[src/rtl/ifu_fetch.sv]
// ifu_fetch -- instruction fetch stage sitting after the PC register.
//
// Issues one outstanding read at a time to the instruction ROM. Each
// returned word is buffered together with its byte address in a small FIFO
// and is offered to decode through a valid/ready handshake. While a request
// is outstanding, or while the FIFO is full, the PC stage is held with
// stall_o. A taken jump (flush_i) empties the FIFO. Any read still in flight
// is marked so that its data is dropped when it returns.
//
// Ports:
//   clk, rstn          clock (rising edge) and asynchronous active-low reset
//   pc_addr_i          byte address from the PC stage
//   stall_o            PC stage must hold pc_addr_i this cycle
//   flush_i            taken jump; kill buffered and in-flight fetches
//   rom_req_o          one-cycle ROM read request
//   rom_addr_o         ROM word address (pc_addr_i without the byte offset)
//   rom_rvalid_i       ROM read data valid
//   rom_rdata_i        ROM read data
//   instr_valid_o      FIFO head valid toward decode
//   instr_ready_i      decode accepts the head entry
//   instr_o            instruction at the FIFO head
//   instr_addr_o       byte address of instr_o
module ifu_fetch #(
    parameter int ADDR_W     = 10,
    parameter int FIFO_DEPTH = 2
) (
    input  logic              clk,
    input  logic              rstn,
    input  logic [ADDR_W-1:0] pc_addr_i,
    output logic              stall_o,
    input  logic              flush_i,
    output logic              rom_req_o,
    output logic [ADDR_W-3:0] rom_addr_o,
    input  logic              rom_rvalid_i,
    input  logic [31:0]       rom_rdata_i,
    output logic              instr_valid_o,
    input  logic              instr_ready_i,
    output logic [31:0]       instr_o,
    output logic [ADDR_W-1:0] instr_addr_o
);
    localparam int PW = $clog2(FIFO_DEPTH);
    localparam int CW = PW + 1;
    localparam logic [CW-1:0] DEPTH_C = CW'(FIFO_DEPTH);

    typedef enum logic [1:0] {
        IDLE    = 2'd0,
        WAIT    = 2'd1,
        DISCARD = 2'd2
    } state_t;

    state_t            state_reg;
    logic [ADDR_W-1:0] addr_q;
    logic [CW-1:0]     count_reg;
    logic [PW-1:0]     rd_ptr_reg;
    logic [PW-1:0]     wr_ptr_reg;
    logic [31:0]       instr_mem [FIFO_DEPTH];
    logic [ADDR_W-1:0] addr_mem  [FIFO_DEPTH];

    logic issue;
    logic push;
    logic pop;

    // The full check uses only the registered count.
    // A pop in the same cycle does not free a slot for the issue decision.
    assign issue = (state_reg == IDLE) && (count_reg < DEPTH_C) && !flush_i;

    // During reset the FSM already reads as IDLE.
    // Both handshake outputs are gated with rstn so that they stay low in reset.
    assign rom_req_o  = rstn & issue;
    assign stall_o    = rstn & ~issue;
    assign rom_addr_o = pc_addr_i[ADDR_W-1:2];

    // Flush takes priority over both push and pop.
    assign push = (state_reg == WAIT) && rom_rvalid_i && !flush_i;
    assign pop  = instr_valid_o && instr_ready_i && !flush_i;

    assign instr_valid_o = (count_reg != '0);
    assign instr_o       = instr_mem[rd_ptr_reg];
    assign instr_addr_o  = addr_mem[rd_ptr_reg];

    // Fetch FSM.
    // The address is latched on issue, because the PC stage may move on
    // before the data returns.
    always_ff @(posedge clk or negedge rstn) begin
        if (!rstn) begin
            state_reg <= IDLE;
            addr_q    <= '0;
        end else begin
            if (issue) begin
                addr_q <= pc_addr_i;
            end
            case (state_reg)
                IDLE: begin
                    if (issue) begin
                        state_reg <= WAIT;
                    end
                end
                WAIT: begin
                    if (rom_rvalid_i) begin
                        state_reg <= IDLE;
                    end else if (flush_i) begin
                        state_reg <= DISCARD;
                    end
                end
                DISCARD: begin
                    if (rom_rvalid_i) begin
                        state_reg <= IDLE;
                    end
                end
                default: state_reg <= IDLE;
            endcase
        end
    end

    // FIFO pointers and occupancy. The pointers wrap naturally because the
    // depth is a power of two.
    always_ff @(posedge clk or negedge rstn) begin
        if (!rstn) begin
            count_reg  <= '0;
            rd_ptr_reg <= '0;
            wr_ptr_reg <= '0;
        end else if (flush_i) begin
            count_reg  <= '0;
            rd_ptr_reg <= '0;
            wr_ptr_reg <= '0;
        end else begin
            if (push) begin
                wr_ptr_reg <= wr_ptr_reg + PW'(1);
            end
            if (pop) begin
                rd_ptr_reg <= rd_ptr_reg + PW'(1);
            end
            count_reg <= count_reg + CW'(push) - CW'(pop);
        end
    end

    // FIFO storage.
    // A request is issued only when a slot is free, so a push can never
    // overwrite the head entry while decode is stalling.
    always_ff @(posedge clk or negedge rstn) begin
        if (!rstn) begin
            for (int i = 0; i < FIFO_DEPTH; i++) begin
                instr_mem[i] <= '0;
                addr_mem[i]  <= '0;
            end
        end else if (push) begin
            instr_mem[wr_ptr_reg] <= rom_rdata_i;
            addr_mem[wr_ptr_reg]  <= addr_q;
        end
    end
endmodule

[config.mk]
export PLATFORM = sky130hd
export DESIGN_NAME = ifu_fetch
export DESIGN_NICKNAME = d
export VERILOG_FILES = /design/src/rtl/ifu_fetch.sv
export SDC_FILE = /design/constraint.sdc
export NUM_CORES = 1
export LEC_CHECK = 0
export ABC_AREA = 0
export CAP_MARGIN = 20
export CORE_UTILIZATION = 49
export CTS_BUF_LIST = sky130_fd_sc_hd__clkbuf_8
export CTS_CLUSTER_DIAMETER = 100
export DETAILED_ROUTE_END_ITERATION = 10
export DONT_BUFFER_PORTS = 1
export GPL_TIMING_DRIVEN = 0
export PLACE_DENSITY = 0.75
export SETUP_SLACK_MARGIN = 0.3
export SLEW_MARGIN = 15
export SYNTH_ARGS = -nofsm -noshare
export SYNTH_HDL_FRONTEND = slang
export SYNTH_SLANG_ARGS = --single-unit
[constraint.sdc]
create_clock -name clk -period 1.6 [get_ports clk]
set_input_delay 0.16 -clock clk [delete_from_list [all_inputs] [get_ports clk]]
set_output_delay 0.16 -clock clk [all_outputs]
set_load 0.02 [all_outputs]
==> reports/results.tsv <==
metric	value	unit
track_usage	19.9	%
grtUsageMet1	26.8	%
drt_iter0_markers	78	
synthCells	287	
maxCapViolCount	0	
timing.hold.ws	-0.513	ns
final_layout_size_suffix_gt1_share	57.7	%
fp.dieH	98.8	microns
cts_htree_levels	3	
drt_wl_total	9.75	mm
grt_setup_unrepaired	true	
peakVddDrop	781	uV
largest_register_ffs	64	
place_hpwl	5.17	mm
reg_top3	instr_mem (64), addr_mem (20), addr_q (10)	
regArea	0.00251	sq mm
maxSlewHeadroom	74.0	%
first_pass_iters	4	
clk_path_buf_depth	2	
required	1.44	ns
dpl_cell_area	0.00476	sq mm
r2r_slack	-0.08	ns
post-route-drc-count	0	
fin_tns_setup	-2.07	ns
postCtsHoldBufs	45	
clk-insertion-delay-late	0.36	ns
finalWorstSetupSlack	-0.0750	ns
grt_use_met3	4.40	%
busiest_layer	met2	
crit_path_top_delay_cell	dfrtp_2	
fin_area	0.00637	sq mm
rows	34	
max_stage_delay	0.48	ns
grt_pass1_vias	2837	
viasPerCell	5.36	
final_hold_viol_count	100	
failed_checks	hold timing, setup timing	
path_max_fanout	6	
multi_input_area	0.00229	sq mm
num_vias	2595	
worst_pin_slew	0.380	ns
yosys_warnings	0	
cts_sinks	100	
r2r_start	state_reg[0]	
route.detailed.wl_per_inst	20.1	microns
max_freq	0.597	GHz
die_area	0.00977	sq mm
synth-seq-cells	100	
dp.cells	395	
reg2regPathDepth	5	
min_period_over_period	105	%
leakage	3.08	nW
crit_chain	nor4_4, buf_6, and2_4	
n_antenna_cell	0	
avgSynthCellArea	16.0	sq um
arrival	1.52	ns
root_buffer	clkbuf_8	
grt_pass1_wl	14.9	mm
cts_buffers	9	
p_per_area	1420	mW/mm^2
fin_nets	420	
antenna_found_initial	0	
die_x	98.8	microns
period_needed	1.68	ns
synth.distinct_cells	25	
initial_core_util	51.7	%
hp-class	in2async	
start_kind	flop	
ys_seq_area_share	54.5	%
pin_count	100	
grt_overflow_total	0	
worst_setup_path_end_kind	output port	
syn_area	0.00459	sq mm
gp_congestion	0.693	
grt_max_degree	103	
largest_register	instr_mem	
worstReg2RegEnd	addr_q[7]	
coreArea	0.00889	sq mm
status	finished with violations	
maxSlewViolCount	0	
clock_skew	0.0143	ns
area_growth	38.7	%
path_clk_slew	0.10	ns
instances_no_fill	484	
grt_util_met2	31.7	%
num-fill-cells	585	
ant_nets	0	
cts_tree	done	
syn-num-nets	336	
path_class	reg2out	
port_buffers	0	
setup_viol	80	
finalPower	9.05	mW
==> Yosys cell counts <==
| cell type | count | area [sq um] |
|---|---|---|
| nand2_1 | 1 | 3.75 |
| clkbuf_1 | 5 | 18.8 |
| inv_1 | 2 | 7.51 |
| o21ai_0 | 1 | 5.00 |
| a2111oi_0 | 1 | 8.76 |
| or2_1 | 1 | 6.26 |
| ha_1 | 2 | 25.0 |
| buf_12 | 4 | 80.1 |
| and2_1 | 1 | 6.26 |
| nand4bb_4 | 1 | 27.5 |
| xor2_1 | 2 | 17.5 |
| nor2_1 | 5 | 18.8 |
| xnor2_1 | 2 | 17.5 |
| mux2_2 | 97 | 1090 |
| buf_2 | 5 | 25.0 |
| mux2_4 | 40 | 601 |
| nor4_1 | 1 | 6.26 |
| and2b_2 | 1 | 8.76 |
| buf_6 | 2 | 22.5 |
| nor2b_1 | 2 | 12.5 |
| buf_4 | 8 | 60.1 |
| nor2_2 | 1 | 6.26 |
| nand3b_1 | 1 | 7.51 |
| dfrtp_1 | 100 | 2500 |
| or2_2 | 1 | 6.26 |
==> power breakdown <==
part | internal [mW] | leakage [nW] | total, mW | switching (mW)
logic | 2.04 | 1.71 | 3.35 | 1.31
clock network | 1.02 | 0.123 | 1.87 | 0.842
registers | 3.34 | 1.24 | 3.84 | 0.496
==> layer usage <==
layer	wire length (microns)	up-vias	part of all wire [%]
li1	-	1169	-
met1	4420	1350	45
met2	4790	63	49
met3	383	13	3.9
met4	157	0	1.6
met5	0	-	0
==> area by class of cell <==
cell class | instances | area share (%)
plain buffers | 24 | 5.79
clock buffers | 9 | 1.94
clock inverters | 7 | 1.71
inverters | 2 | 0.118
multi-input cells | 161 | 36.0
flip-flops and latches | 100 | 39.3
well taps | 108 | 2.12
repair buffers | 73 | 13.0
==> metrics by stage <==
| step | hold slack [ns] | utilization (%) | worst slack [ns] |
|---|---|---|---|
| after floorplan | -0.136 | - | 0.0706 |
| after global placement | -0.133 | 53.5 | -0.0724 |
| after detailed placement | -0.134 | 53.5 | -0.109 |
| after CTS | -0.529 | 66.9 | -0.0672 |
| after global routing | -0.537 | 71.7 | -0.116 |
| final | -0.513 | 71.7 | -0.0750 |
==> cells by family after synthesis <==
group,synth area share (%)
flops,54.5
xor+xnor,0.763
compound gates,0.300
buf+inv,4.66
simple gates,2.40
fa+ha+maj,0.545
mux,36.9
==> worst max-delay path, delay by kind of cell (launching register included) <==
kind                   cells  cell delay, ns
buffers and inverters      1            0.19
flip-flops                 1            0.48
AND/OR/NAND/NOR            2            0.48
==> worst max-delay path by stage <==
stage            startpoint       endpoint  slack, ns  depth (start not counted)
2_1_floorplan  state_reg[1]    addr_mem[0]       0.07                          5
5_1_grt        state_reg[0]      rom_req_o      -0.12                          3
4_1_cts        state_reg[1]      rom_req_o      -0.07                          3
3_3_place_gp   state_reg[1]  instr_mem[51]      -0.07                          4
6_report       state_reg[0]      rom_req_o      -0.08                          3
3_5_place_dp   state_reg[0]  instr_mem[50]      -0.11                          4
==> timing repair <==
action | CTS | global route
gates resized for setup | 84 | 63
buffers inserted | 9 | 10
setup endpoints to repair | 141 | 142
pin swaps | 4 | 4
cloned | 5 | 4
endpoints found under the hold margin | 179 | 100
==> cell usage in the layout, fill, tap and decap left out <==
cell / n
dfrtp_1: 97
xor2_1: 2
xnor2_2: 1
buf_8: 6
nor2b_1: 1
buf_12: 7
o21ai_2: 1
buf_4: 17
inv_2: 1
clkbuf_8: 9
bufinv_16: 3
clkbuf_16: 9
nor2_1: 5
a2111oi_0: 1
nor4_4: 1
clkinvlp_4: 1
buf_16: 1
and2b_2: 1
nand4bb_4: 1
dlygate4sd3_1: 45
nor2b_4: 1
buf_6: 12
ha_4: 2
nand2_1: 1
or2_4: 1
mux2_2: 4
or2_1: 1
mux2_4: 133
xnor2_1: 1
nor2_4: 1
dfrtp_2: 3
nand3b_1: 1
and2_4: 1
inv_1: 4
Power figures use the tool's default switching activity.
